===== config.mk =====
export PLATFORM = sky130hd
export DESIGN_NAME = xbee_frame_ctrl
export DESIGN_NICKNAME = d
export VERILOG_FILES = /design/src/rtl/xbee_pkg.sv /design/src/rtl/xbee_frame_buf.sv /design/src/rtl/xbee_frame_ctrl.sv
export SDC_FILE = /design/constraint.sdc
export NUM_CORES = 1
export LEC_CHECK = 0
export CORE_AREA = 2 2 127 129
export CTS_CLUSTER_SIZE = 20
export DETAILED_ROUTE_END_ITERATION = 8
export DIE_AREA = 0 0 129 131
export PLACE_DENSITY_LB_ADDON = 0.08
export SETUP_SLACK_MARGIN = 0.15
export SLEW_MARGIN = 20
export SYNTH_ARGS = -nofsm -noshare
export SYNTH_HDL_FRONTEND = slang
export SYNTH_SLANG_ARGS = --single-unit

===== constraint.sdc =====
create_clock -name clk -period 6.9 [get_ports clk]
set_input_delay 1.035 -clock clk [delete_from_list [all_inputs] [get_ports clk]]
set_output_delay 1.035 -clock clk [all_outputs]
set_load 0.03 [all_outputs]

===== src/rtl/xbee_pkg.sv =====
// Shared definitions for the XBee API-frame receiver: FSM states, framing
// constants and error codes.
package xbee_pkg;

    typedef enum logic [2:0] {
        HUNT    = 3'd0,
        LEN_MSB = 3'd1,
        LEN_LSB = 3'd2,
        DATA    = 3'd3,
        CSUM    = 3'd4,
        HOLD    = 3'd5
    } state_t;

    localparam logic [7:0] START_DELIM = 8'h7E;
    localparam logic [7:0] CSUM_GOOD   = 8'hFF;

    localparam logic [1:0] ERR_OVERRUN = 2'd0;
    localparam logic [1:0] ERR_LEN     = 2'd1;
    localparam logic [1:0] ERR_CSUM    = 2'd2;
    localparam logic [1:0] ERR_TIMEOUT = 2'd3;

    // Modulo-256 running checksum step.
    function automatic logic [7:0] csum_add(input logic [7:0] acc, input logic [7:0] b);
        return acc + b;
    endfunction

endpackage


===== src/rtl/xbee_frame_buf.sv =====
// Payload buffer: DEPTH x 8 simple dual-port RAM, synchronous write,
// registered read. The storage itself is not reset; only the read register is.
module xbee_frame_buf #(
    parameter int DEPTH = 16,
    parameter int AW    = $clog2(DEPTH)
) (
    input  logic          clk,
    input  logic          reset,
    input  logic          we,
    input  logic [AW-1:0] wr_addr,
    input  logic [7:0]    wr_data,
    input  logic [AW-1:0] rd_addr,
    output logic [7:0]    rd_data
);

    logic [7:0] mem_r [DEPTH];

    // Write port: store one payload byte per accepted data strobe.
    always_ff @(posedge clk) begin
        if (we && (32'(wr_addr) < DEPTH)) begin
            mem_r[wr_addr] <= wr_data;
        end
    end

    // Read port: one-cycle registered read, out-of-range addresses read as zero.
    always_ff @(posedge clk or negedge reset) begin
        if (!reset) begin
            rd_data <= 8'h00;
        end else if (32'(rd_addr) < DEPTH) begin
            rd_data <= mem_r[rd_addr];
        end else begin
            rd_data <= 8'h00;
        end
    end

endmodule


===== src/rtl/xbee_frame_ctrl.sv =====
// XBee API mode-1 frame sequencer: hunts for 0x7E, parses the 16-bit length,
// buffers the payload, verifies the checksum and holds the frame for the host.
module xbee_frame_ctrl
    import xbee_pkg::*;
#(
    parameter int MAX_PAYLOAD    = 16,
    parameter int TIMEOUT_CYCLES = 200_000,
    parameter int AW             = $clog2(MAX_PAYLOAD),
    parameter int LW             = $clog2(MAX_PAYLOAD + 1)
) (
    input  logic          clk,
    input  logic          reset,
    input  logic [7:0]    rx_data,
    input  logic          rx_ready,
    output logic          frame_valid,
    output logic [LW-1:0] frame_len,
    input  logic [AW-1:0] rd_addr,
    output logic [7:0]    rd_data,
    input  logic          frame_ack,
    output logic          busy,
    output logic          err_pulse,
    output logic [1:0]    err_code
);

    localparam int            TW       = $clog2(TIMEOUT_CYCLES);
    localparam logic [TW-1:0] TMO_LAST = TW'(TIMEOUT_CYCLES - 1);

    state_t        state_r, state_s;
    logic          rdy_r;
    logic [7:0]    len_msb_r, len_msb_s;
    logic [LW-1:0] len_r, len_s;
    logic [LW-1:0] idx_r, idx_s;
    logic [7:0]    csum_r, csum_s;
    logic [TW-1:0] tmo_r, tmo_s;
    logic          frame_valid_s;
    logic [LW-1:0] frame_len_s;
    logic          err_pulse_s;
    logic [1:0]    err_code_s;
    logic          busy_s;

    logic          byte_stb_s;
    logic          active_s;
    logic          tmo_hit_s;
    logic [15:0]   len_full_s;
    logic          wr_en_s;

    // rx_ready is a level; only its rising edge marks a new byte.
    assign byte_stb_s = rx_ready & ~rdy_r;
    assign active_s   = (state_r == LEN_MSB) || (state_r == LEN_LSB) ||
                        (state_r == DATA)    || (state_r == CSUM);
    assign tmo_hit_s  = active_s && (tmo_r == TMO_LAST);
    assign len_full_s = {len_msb_r, rx_data};
    assign wr_en_s    = (state_r == DATA) && byte_stb_s;

    // Next-state, datapath and error decode for the frame parser.
    always_comb begin
        state_s       = state_r;
        len_msb_s     = len_msb_r;
        len_s         = len_r;
        idx_s         = idx_r;
        csum_s        = csum_r;
        frame_valid_s = frame_valid;
        frame_len_s   = frame_len;
        err_pulse_s   = 1'b0;
        err_code_s    = err_code;

        case (state_r)
            HUNT: begin
                if (byte_stb_s && (rx_data == START_DELIM)) begin
                    state_s = LEN_MSB;
                end else begin
                    state_s = HUNT;
                end
            end
            LEN_MSB: begin
                if (byte_stb_s) begin
                    len_msb_s = rx_data;
                    state_s   = LEN_LSB;
                end else if (tmo_hit_s) begin
                    err_pulse_s = 1'b1;
                    err_code_s  = ERR_TIMEOUT;
                    state_s     = HUNT;
                end else begin
                    state_s = LEN_MSB;
                end
            end
            LEN_LSB: begin
                if (byte_stb_s) begin
                    if ((len_full_s == 16'd0) || (len_full_s > 16'(MAX_PAYLOAD))) begin
                        err_pulse_s = 1'b1;
                        err_code_s  = ERR_LEN;
                        state_s     = HUNT;
                    end else begin
                        len_s   = LW'(len_full_s);
                        csum_s  = 8'h00;
                        idx_s   = {LW{1'b0}};
                        state_s = DATA;
                    end
                end else if (tmo_hit_s) begin
                    err_pulse_s = 1'b1;
                    err_code_s  = ERR_TIMEOUT;
                    state_s     = HUNT;
                end else begin
                    state_s = LEN_LSB;
                end
            end
            DATA: begin
                // 0x7E in the payload is plain data; no escaping in API mode 1.
                if (byte_stb_s) begin
                    csum_s = csum_add(csum_r, rx_data);
                    idx_s  = idx_r + LW'(1);
                    if (idx_r == (len_r - LW'(1))) begin
                        state_s = CSUM;
                    end else begin
                        state_s = DATA;
                    end
                end else if (tmo_hit_s) begin
                    err_pulse_s = 1'b1;
                    err_code_s  = ERR_TIMEOUT;
                    state_s     = HUNT;
                end else begin
                    state_s = DATA;
                end
            end
            CSUM: begin
                if (byte_stb_s) begin
                    if (csum_add(csum_r, rx_data) == CSUM_GOOD) begin
                        frame_len_s   = len_r;
                        frame_valid_s = 1'b1;
                        state_s       = HOLD;
                    end else begin
                        err_pulse_s = 1'b1;
                        err_code_s  = ERR_CSUM;
                        state_s     = HUNT;
                    end
                end else if (tmo_hit_s) begin
                    err_pulse_s = 1'b1;
                    err_code_s  = ERR_TIMEOUT;
                    state_s     = HUNT;
                end else begin
                    state_s = CSUM;
                end
            end
            HOLD: begin
                // Any byte arriving while a frame is held is lost, even on the ack cycle.
                if (byte_stb_s) begin
                    err_pulse_s = 1'b1;
                    err_code_s  = ERR_OVERRUN;
                end else begin
                    err_pulse_s = 1'b0;
                end
                if (frame_ack) begin
                    frame_valid_s = 1'b0;
                    state_s       = HUNT;
                end else begin
                    state_s = HOLD;
                end
            end
            default: begin
                state_s       = HUNT;
                frame_valid_s = 1'b0;
            end
        endcase

        // Inter-byte timer restarts on every byte and on every state change.
        if (byte_stb_s || (state_s != state_r) || !active_s) begin
            tmo_s = {TW{1'b0}};
        end else begin
            tmo_s = tmo_r + TW'(1);
        end

        busy_s = (state_s != HUNT) && (state_s != HOLD);
    end

    // State, counters and registered outputs.
    always_ff @(posedge clk or negedge reset) begin
        if (!reset) begin
            state_r     <= HUNT;
            rdy_r       <= 1'b1;
            len_msb_r   <= 8'h00;
            len_r       <= {LW{1'b0}};
            idx_r       <= {LW{1'b0}};
            csum_r      <= 8'h00;
            tmo_r       <= {TW{1'b0}};
            frame_valid <= 1'b0;
            frame_len   <= {LW{1'b0}};
            err_pulse   <= 1'b0;
            err_code    <= 2'd0;
            busy        <= 1'b0;
        end else begin
            state_r     <= state_s;
            rdy_r       <= rx_ready;
            len_msb_r   <= len_msb_s;
            len_r       <= len_s;
            idx_r       <= idx_s;
            csum_r      <= csum_s;
            tmo_r       <= tmo_s;
            frame_valid <= frame_valid_s;
            frame_len   <= frame_len_s;
            err_pulse   <= err_pulse_s;
            err_code    <= err_code_s;
            busy        <= busy_s;
        end
    end

    xbee_frame_buf #(
        .DEPTH (MAX_PAYLOAD),
        .AW    (AW)
    ) u_buf (
        .clk     (clk),
        .reset   (reset),
        .we      (wr_en_s),
        .wr_addr (idx_r[AW-1:0]),
        .wr_data (rx_data),
        .rd_addr (rd_addr),
        .rd_data (rd_data)
    );

endmodule


# [Word level (Yosys, flattened, before mapping)]
# Memory sizes are Yosys's and may differ from the RTL's. A register that Yosys moved wholly into a read port is not among the register bits.
# Index checks and enable logic that the tools add are counted.
[classes] n_addsub=4 n_lt_le_gt_ge=1 n_eq_ne=21 muxes=45 bitwise=4 reduce_logical=25
[op_table] operator="2-to-1 mux 8 bit" n=3
[op_table] operator="2-to-1 mux 2 bit" n=11
[op_table] operator="2-to-1 mux 3 bit" n=7
[op_table] operator="adder 18 x 1 -> 18 bit (second input constant)" n=1
[op_table] operator="== test 18 bit (second input constant)" n=1
[op_table] operator="2-to-1 mux 18 bit" n=1
[op_table] operator="one-hot mux 3 bit (6 select lines)" n=1
[op_table] operator="greater-than comparator 16 x 5 -> 1 bit (second input constant)" n=1
[op_table] operator="zero test 16 bit" n=1
[op_table] operator="one-hot mux 8 bit (2 select lines)" n=1
[op_table] operator="2-to-1 mux 5 bit" n=3
[op_table] operator="2-to-1 mux 1 bit" n=14
[op_table] operator="inequality test 2 bit (second input constant)" n=7
[op_table] operator="one-hot mux 5 bit (2 select lines)" n=1
[op_table] operator="adder 8 bit" n=1
[op_table] operator="== test 8 x 7 -> 1 bit (second input constant)" n=1
[op_table] operator="== test 8 bit (second input constant)" n=1
[op_table] operator="one-hot mux 2 bit (4 select lines)" n=1
[op_table] operator="AND reduction 4 bit" n=2
[op_table] operator="== test 3 x 2 -> 1 bit (second input constant)" n=2
[op_table] operator="== test 3 bit (second input constant)" n=2
[op_table] operator="logical OR 1 bit" n=6
[op_table] operator="inequality test 3 bit (second input constant)" n=2
[op_table] operator="AND reduction 3 bit" n=2
[op_table] operator="other kinds (21)" n=27
[totals] reg_bits=58 ram_bits=128 inputBits=16 out_inout_bits=18 word_cells=113 mem_count=1
[mem_list] name="u_buf.mem_r" words=16 width=8 read_ports=1 rd_ports_with_merged_regs=1 wr=1 line="xbee_frame_buf.sv:16" source="logic [7:0] mem_r [DEPTH];"

# [Depth between registers and ports, before layout]
# Gate-level depths: netlist of run 1.
[logic_depth] word_depth=12 ltp_mapped=10 mapped_depth_nobuf=9

# [Cells and area by module]
# Synthesis of run 1 repeated with hierarchy kept, for this count alone.
[unflattened] hier_cells=559 area_unflattened_um2=8431.8
[by_module_without_submodules] mod="xbee_frame_buf" n_inst=1 cells_per_inst=229 area_per_inst_um2=5187.5 seq_area_each_um2=4043.9
[by_module_without_submodules] mod="xbee_frame_ctrl" n_inst=1 cells_per_inst=330 area_per_inst_um2=3244.4 seq_area_each_um2=1452.6

# [Worst setup path after synthesis of run 1]
# Ideal clock, no wire load.
[synth_path] kind="input port to flip-flop" from="input rx_data[0]" to="register err_code[0]" setup_time_ns=0.087 arrival_ns=3.105 slack_ns=3.708 cell_stages=9 n_path_buf=0 cell_sequence="ha_1 fa_1 a211oi_1 nor4_1 a2111oi_4 nor2_2 and4_4 or3_1 a22oi_1"
[synth_between] elab_chain_len=4 word_cells_on_any_way=8
[synth_lines] item="start, declared" line="xbee_frame_ctrl.sv:13" source="input logic [7:0] rx_data,"
[synth_lines] item="adder 8 bit, or another cell as far along" line="xbee_pkg.sv:24" source="return acc + b;"
[synth_lines] item="== test 8 bit or logical OR 1 bit (tied branches)" line="xbee_frame_ctrl.sv:127, xbee_frame_ctrl.sv:89"
[synth_lines] item="inequality test 3 bit (no line) or inequality test 3 x 2 -> 1 bit (tied branches)"
[synth_lines] item="AND reduction 5 bit (no line) (*)"
[synth_lines] item="end signal, assigned" line="xbee_frame_ctrl.sv:201" source="err_code <= err_code_s;"
[synth_lines] item="end, declared" line="xbee_frame_ctrl.sv:22" source="output logic [1:0] err_code"
# Every way passes the cells marked *; elsewhere a longest branch is shown, timed or not.
# A chain may end at the register's enable or synchronous reset.

# [Final worst setup path of run 1]
[layout_path] from="input rx_data[0]" to="register tmo_r[16]"
[layout_between] elab_chain_len=9 word_cells_on_any_way=17
[layout_lines] item="adder 8 bit, or another cell as far along" line="xbee_pkg.sv:24"
[layout_lines] item="== test 8 bit or logical OR 1 bit (tied branches)" line="xbee_frame_ctrl.sv:127, xbee_frame_ctrl.sv:89"
[layout_lines] item="2-to-1 mux 3 bit or 2-to-1 mux 2 bit (tied branches)" line="xbee_frame_ctrl.sv:127, xbee_frame_ctrl.sv:89"
[layout_lines] item="2-to-1 mux 3 bit (on tied branches)" line="xbee_frame_ctrl.sv:126, xbee_frame_ctrl.sv:88"
[layout_lines] item="one-hot mux 3 bit (6 select lines) (*)" line="xbee_frame_ctrl.sv:67" source="case (state_r)"
[layout_lines] item="inequality test 3 bit (*)" line="xbee_frame_ctrl.sv:166" source="if (byte_stb_s || (state_s != state_r) || !active_s) begin"
[layout_lines] item="logical OR 1 bit (*) (2 in a row)" line="xbee_frame_ctrl.sv:166"
[layout_lines] item="2-to-1 mux 18 bit (*)" line="xbee_frame_ctrl.sv:166"
[layout_lines] item="net tmo_s[16]" line="xbee_frame_ctrl.sv:34" source="logic [TW-1:0] tmo_r, tmo_s;"
[layout_lines] item="end signal, assigned" line="xbee_frame_ctrl.sv:184" source="tmo_r <= {TW{1'b0}};"
[layout_lines] item="end signal, assigned" line="xbee_frame_ctrl.sv:197" source="tmo_r <= tmo_s;"
[layout_lines] item="end, declared" line="xbee_frame_ctrl.sv:34"
# Mark *: on every way through the listed nets, which the timed path passes. The rest lies on a longest branch.

==> flow_summary_export.csv, run 1 <==
group,metric,value,unit
run_status,outcome,"finished, final reports clean",
global_routing,overflow,0,
power,leakage,3.42,nW
placed_design,numPortBuffers,33,
min_path,holdPathEnd,"frame_len[2]",
min_path,holdCritPathClass,"reg2reg",
finish,fillers,1170,
clock_tree,cts_made_buffers,17,
logic_synthesis,yosys.area.top_type,"edfxtp_1",
die,die_x,129,µm
placed_design,dp_hpwl,11100,µm
placed_design,place_congestion,0.859,
setup_path,critPathMaxStageDelay,0.81,ns
placed_design,dpl_cell_area,8980,µm²
clock_tree,root_buffer,"clkbuf_16",
drt,post_drt_wl_per_cell,21.3,µm
finish,drive_gt1_frac,0.188,
sta,finalSetupViolations,0,
placed_design,placed_cells,774,
global_routing,grt_pass1_vias,4756,
logic_synthesis,syn_area_per_cell,15.6,µm²
drt,vias,4644,
setup_path,required,7.25,ns
setup_path,path_max_fanout,21,
sta,period_share,0.634,
sta,worstMarginPinSlew,0.875,ns
die,ioPinCount,34,
sta,maxSlewHeadroom,0.417,
sta,fin_skew,0.00815,ns
setup_path,cp_common_cell,"and3_1",
sta,hold_viol,0,
clock_tree,cts_resized,0,
logic_synthesis,yosys.area.top_type_share,0.455,
clock_tree,max-clock-path-buffers,2,
drt,routed_wl,17200,µm
setup_path,cp_slowest_cell,"clkdlybuf4s50_1",
setup_path,startpoint,"rx_data[0]",
clock_tree,htree_num_levels,4,
logic_synthesis,syn-instance-count,541,
drt,drt_first_pass_iters,4,
finish,stdcell_area,9550,µm²
setup_path,crit_buf_inv,1,
sta,min_period,4.38,ns
setup_path,crit_type,"in2reg",
sta,clock.fmax,229,MHz
clock_tree,worstSkewPairLatency,0.43,ns
setup_path,regToRegSetupSlack,3.81,ns
logic_synthesis,async_reset_ff_frac,0.340,
logic_synthesis,synth_edf_count,128,
die,fp.dieH,131,µm
finish,area_growth,13.2,%
logic_synthesis,synth_area,8440,µm²
clock_tree,hold_buffers,0,
run,cap_violations,0,
finish,diodes,0,
clock_tree,cts_tree,"yes",
power,power_density,250,nW/µm²
setup_path,crit_chain,"clkdlybuf4s50_1 -> ha_1 -> fa_1 -> a211oi_1 -> nor2_1 -> xor2_1 -> and3_1 -> nand4_2 -> and3_1 -> nor3_2",
logic_synthesis,synth_warnings,0,
setup_path,crit_path_end_kind,"register",
die,initial_core_util,0.541,
min_path,min_path_cells,2,
setup_path,reg2regPathDepth,9,
sta,rsz0062_at_grt,"no",
logic_synthesis,synth_area_leaders,"edfxtp_1 (46%), dfrtp_1 (19%), mux4_2 (11%)",
die,die_area,16900,µm²
setup_path,path_delay_family,"simple AND/OR/NAND/NOR gates",
clock_tree,clk_pin_slew,0.07,ns
setup_path,r2r-end,"tmo_r[16]",
global_routing,grt_max_degree,67,
die,rows,46,
min_path,holdCritStartpoint,"frame_len[2]",
setup_path,r2r_start,"csum_r[0]",
logic_synthesis,syn_nets,571,
drt,viasPerCell,5.76,
setup_path,arrival,4.73,ns
global_routing,grt_use_total,0.220,
logic_synthesis,ys.flop_type,"edfxtp_1",
die,core,15600,µm²
logic_synthesis,synth_seq_cells,194,
drt,drcViolationCount,0,
global_routing,antenna_found_initial,0,
power,finalPower,0.00239,W
clock_tree,clkSinkCount,194,
drt,ant_nets,0,
finish,nets,607,
sta,fin_setup_tns,0,ns
power,ir_drop,0.178,mV
setup_path,crit_path_start_kind,"input pin",
global_routing,grt_pass1_wl,26800,µm
sta,final_max_slew_viol_count,0,
logic_synthesis,synthDistinctLibCells,62,
clock_tree,post_cts_buffers,0,
drt,drt_iter0_markers,314,
finish,final_cells,806,
logic_synthesis,seq_area_frac_synth,0.651,
## metrics by stage
stage	setup WS (ns)	hold slack, ns	utilization
CTS	2.53	0.499	0.612
floorplan	3.71	0.470	-
global route	2.17	0.525	0.612
detailed placement	2.08	0.474	0.576
finish	2.52	0.495	0.612
global placement	2.28	0.476	0.576
## synthesized netlist by cell type, drive strengths merged, types with 3 or more instances
cell,count
nand2b,4
edfxtp,128
o31ai,3
o22ai,3
nor2,29
nand3b,3
nor4,6
xor2,20
nor3,18
and3,6
clkbuf,13
or3,5
buf,9
nand2,36
mux2,12
a21oi,9
mux4,40
a211oi,4
ha,13
nand3,16
inv,9
xnor2,10
nor3b,5
nand4b,3
and2,19
o21ai,19
dfrtp,65
nand4,6
## layer usage
metal,share of wire,routed length (µm),track usage,vias to the layer above
met4,0.023,402,0.0927,0
li1,-,-,-,2146
met3,0.034,587,0.0440,27
met2,0.50,8520,0.358,115
met1,0.45,7670,0.293,2356
met5,0,0,0,-
## layout by cell type (no fill, tap or decap), drive strengths merged, types with 19 or more instances in the layout
master and count:
xor2 20, mux4 40, and2 19, nand2 36
nor2 29, edfxtp 128, dfrtp 65, o21ai 19
clkdlybuf4s50 31, clkbuf 21
## state kept, by name, indices dropped and copies added, names as in the netlist, 3 cells and up
register and count:
csum_r 8, frame_len 5, u_buf.rd_data 8, state_r 3, idx_r 5, len_msb_r 8, u_buf.mem_r 128, len_r 5
tmo_r 18
## tightest hold or removal path, stage by stage, from the launching register on
cell and delay (ns):
dfrtp_1 0.35, nand2_1 0.05, o21ai_0 0.06
## cell type report
cell class / count / area, µm² / share of cell area
clock buffers: 21 / 460 / 0.0482
clock inverters: 11 / 111 / 0.0117
inverters: 9 / 33.8 / 0.00354
multi-input cells: 316 / 2810 / 0.295
flip-flops and latches: 194 / 5500 / 0.575
well taps: 216 / 270 / 0.0283
repair buffers: 39 / 365 / 0.0382
## worst max path at each step
stage                   to  cells past startpoint
2_1_floorplan  err_code[0]                      9
3_3_place_gp     tmo_r[10]                     10
3_5_place_dp     tmo_r[16]                     10
4_1_cts          tmo_r[16]                     10
5_1_grt          tmo_r[16]                     10
6_report         tmo_r[16]                     10
## logic make-up after synthesis
family,after synthesis,share of synthesized area
flip-flops,194,0.651
buffers and inverters,31,0.0160
AO/OA/AOI/OAI,55,0.0483
AND/OR/NAND/NOR,165,0.109
multiplexers,52,0.123
adder cells (fa/ha/maj),14,0.0216
XOR/XNOR,30,0.0311
## where the power goes
group	leakage (nW)	internal [W]	switching, W
Clock	0.280	0.000549	0.000405
Sequential	2.01	0.00126	0.0000135
Combinational	1.13	0.0000706	0.0000897
No activity file was read; power rests on OpenSTA's default activity.
==> inputs of run 2 (changes only) <==
==> constraint.sdc (replaced) <==
create_clock -name clk -period 3.8 [get_ports clk]
set_input_delay 0.57 -clock clk [delete_from_list [all_inputs] [get_ports clk]]
set_output_delay 0.57 -clock clk [all_outputs]
set_load 0.03 [all_outputs]
==> run 2 against run 1 <==
Effect of this change:
- global-route usage up 0.095 points
- sequential power increased by 82%
- final area up 0.75%
- hold slack worse by 0.40 ns
- register-to-register slack got worse by 2.7 ns
- routed wire length decreased by 0.23%
- sequential cell count unchanged
- largest power group unchanged
- critical endpoint is now err_code[0]
- power is 79% higher
- clock-buffer cell count increased by 4
- die area unchanged
==> flow_summary_export.csv, run 2 (synthesis results as in run 1) <==
group,metric,value,unit
run_status,outcome,"finished, final reports clean",
drt,post_drt_wl_per_cell,20.9,µm
setup_path,reg2regPathDepth,9,
sta,final_max_slew_viol_count,0,
placed_design,placed_cells,787,
global_routing,grt_pass1_vias,4817,
die,ioPinCount,34,
setup_path,critPathMaxStageDelay,0.47,ns
drt,drcViolationCount,0,
die,die_x,129,µm
setup_path,required,4.15,ns
die,die_area,16900,µm²
finish,final_cells,819,
drt,viasPerCell,5.75,
global_routing,antenna_found_initial,0,
finish,drive_gt1_frac,0.206,
clock_tree,worstSkewPairLatency,0.43,ns
clock_tree,max-clock-path-buffers,2,
die,fp.dieH,131,µm
drt,drt_first_pass_iters,4,
finish,diodes,0,
clock_tree,cts_made_buffers,17,
finish,largest_reg_flops,128,
clock_tree,clk_pin_slew,0.07,ns
clock_tree,cts_resized,0,
finish,area_growth,14.0,%
power,power_frac_seq,0.541,
drt,ant_nets,0,
global_routing,grt_max_degree,33,
setup_path,path_delay_family,"compound AO/OA/AOI/OAI gates",
sta,layout_setup_ws,0.810,ns
die,initial_core_util,0.541,
sta,maxSlewHeadroom,0.564,
clock_tree,clkSinkCount,194,
clock_tree,htree_num_levels,4,
sta,min_period,2.99,ns
min_path,holdCritPathClass,"in2async",
sta,rsz0062_at_grt,"no",
finish,post-route-util,0.617,
setup_path,cp_slowest_cell,"clkdlybuf4s50_1",
placed_design,dp_slack,0.374,ns
sta,clock.fmax,334,MHz
setup_path,r2r-end,"err_code[0]",
power,ir_drop,0.299,mV
placed_design,dp_hpwl,11600,µm
run,cap_violations,0,
finish,reg_top3,"u_buf.mem_r x128, tmo_r x18",
power,p_int,0.00333,W
sta,hold_viol,0,
finish,top_register,"u_buf.mem_r",
sta,period_share,0.787,
placed_design,place_congestion,0.872,
global_routing,grt_use_total,0.221,
global_routing,grt_pass1_wl,27300,µm
setup_path,r2r_start,"csum_r[0]",
sta,worstMarginPinSlew,0.653,ns
finish,final_common_cell,"edfxtp_1",
drt,routed_wl,17100,µm
setup_path,crit_path_start_kind,"input pin",
setup_path,crit_chain,"clkdlybuf4s50_1 -> ha_1 -> fa_1 -> a211oi_1 -> nor4_1 -> a2111oi_4 -> nor2_2 -> and4_4 -> or3_1 -> a22oi_1",
setup_path,crit_path_end_kind,"register",
clock_tree,hold_buffers,0,
finish,layout_common_cells,"edfxtp_1 (128), dfrtp_1 (65), mux4_2 (40)",
power,switching_share,0.221,
clock_tree,cts_tree,"yes",
power,power_density,445,nW/µm²
sta,holdWs,0.0955,ns
finish,fillers,1156,
power,clockPowerShare,0.388,
clock_tree,post_cts_buffers,0,
placed_design,numPortBuffers,33,
setup_path,crit_buf_inv,1,
power,p_comb_frac,0.071,
setup_path,crit_type,"in2reg",
finish,nets,620,
drt,drt_iter0_markers,363,
power,power_switching,0.000945,W
sta,fin_skew,0.00718,ns
drt,vias,4710,
sta,fin_setup_tns,0,ns
setup_path,regToRegSetupSlack,1.08,ns
power,leakage,3.47,nW
die,core,15600,µm²
global_routing,overflow,0,
setup_path,path_max_fanout,3,
sta,finalSetupViolations,0,
clock_tree,root_buffer,"clkbuf_16",
die,rows,46,
setup_path,arrival,3.34,ns
==> run 2: changes by cell type in the layout (fill, tap and decap cells not counted), sizes merged <==
| cell | delta |
|---|---|
| clkbuf | +4 |
| clkinv | -3 |
| bufinv | -2 |
| clkinvlp | +1 |
| buf | +13 |
==> run 2: metrics by stage <==
step           instance area [µm²]  power, W
2_1_floorplan                 8440   0.00253
3_3_place_gp                  9080   0.00265
3_5_place_dp                  9080   0.00266
4_1_cts                       9620   0.00431
5_1_grt                       9620   0.00442
6_report                      9620   0.00428
==> run 2: area by class of cell <==
type                            count  area, µm²  share of cell area
Clock buffer                       25        495              0.0515
Tap cell                          216        270              0.0281
Clock inverter                      7       50.0             0.00520
Inverter                            9       33.8             0.00351
Timing Repair Buffer               52        463              0.0481
Multi-Input combinational cell    316       2810               0.292
Sequential cell                   194       5500               0.571
==> run 2: power groups by stage <==
stage               clock network [W]  registers, W  logic (W)
detailed placement                  0       0.00236   0.000306
finish                        0.00166       0.00231   0.000304
CTS                           0.00169       0.00231   0.000308
global placement                    0       0.00235   0.000300
floorplan                           0       0.00237   0.000157
global route                  0.00177       0.00232   0.000331
==> run 2: metal layers <==
layer	routed length, µm	vias up	GRT usage	part of all wire
met3	589	17	0.0525	0.034
met1	7620	2412	0.292	0.44
met5	0	-	0	0
met4	259	0	0.0697	0.015
met2	8670	103	0.367	0.51
li1	-	2178	-	-
==> run 2: worst max-delay path by stage <==
stage,from,slack [ns],end,cells after the start
CTS,rx_data[0],0.81,err_code[0],10
floorplan,rx_data[0],1.07,err_code[0],9
global route,rx_data[0],0.65,err_code[0],10
global placement,rx_data[0],0.42,err_code[0],10
detailed placement,rx_data[0],0.37,err_code[0],10
finish,rx_data[0],0.81,err_code[0],10
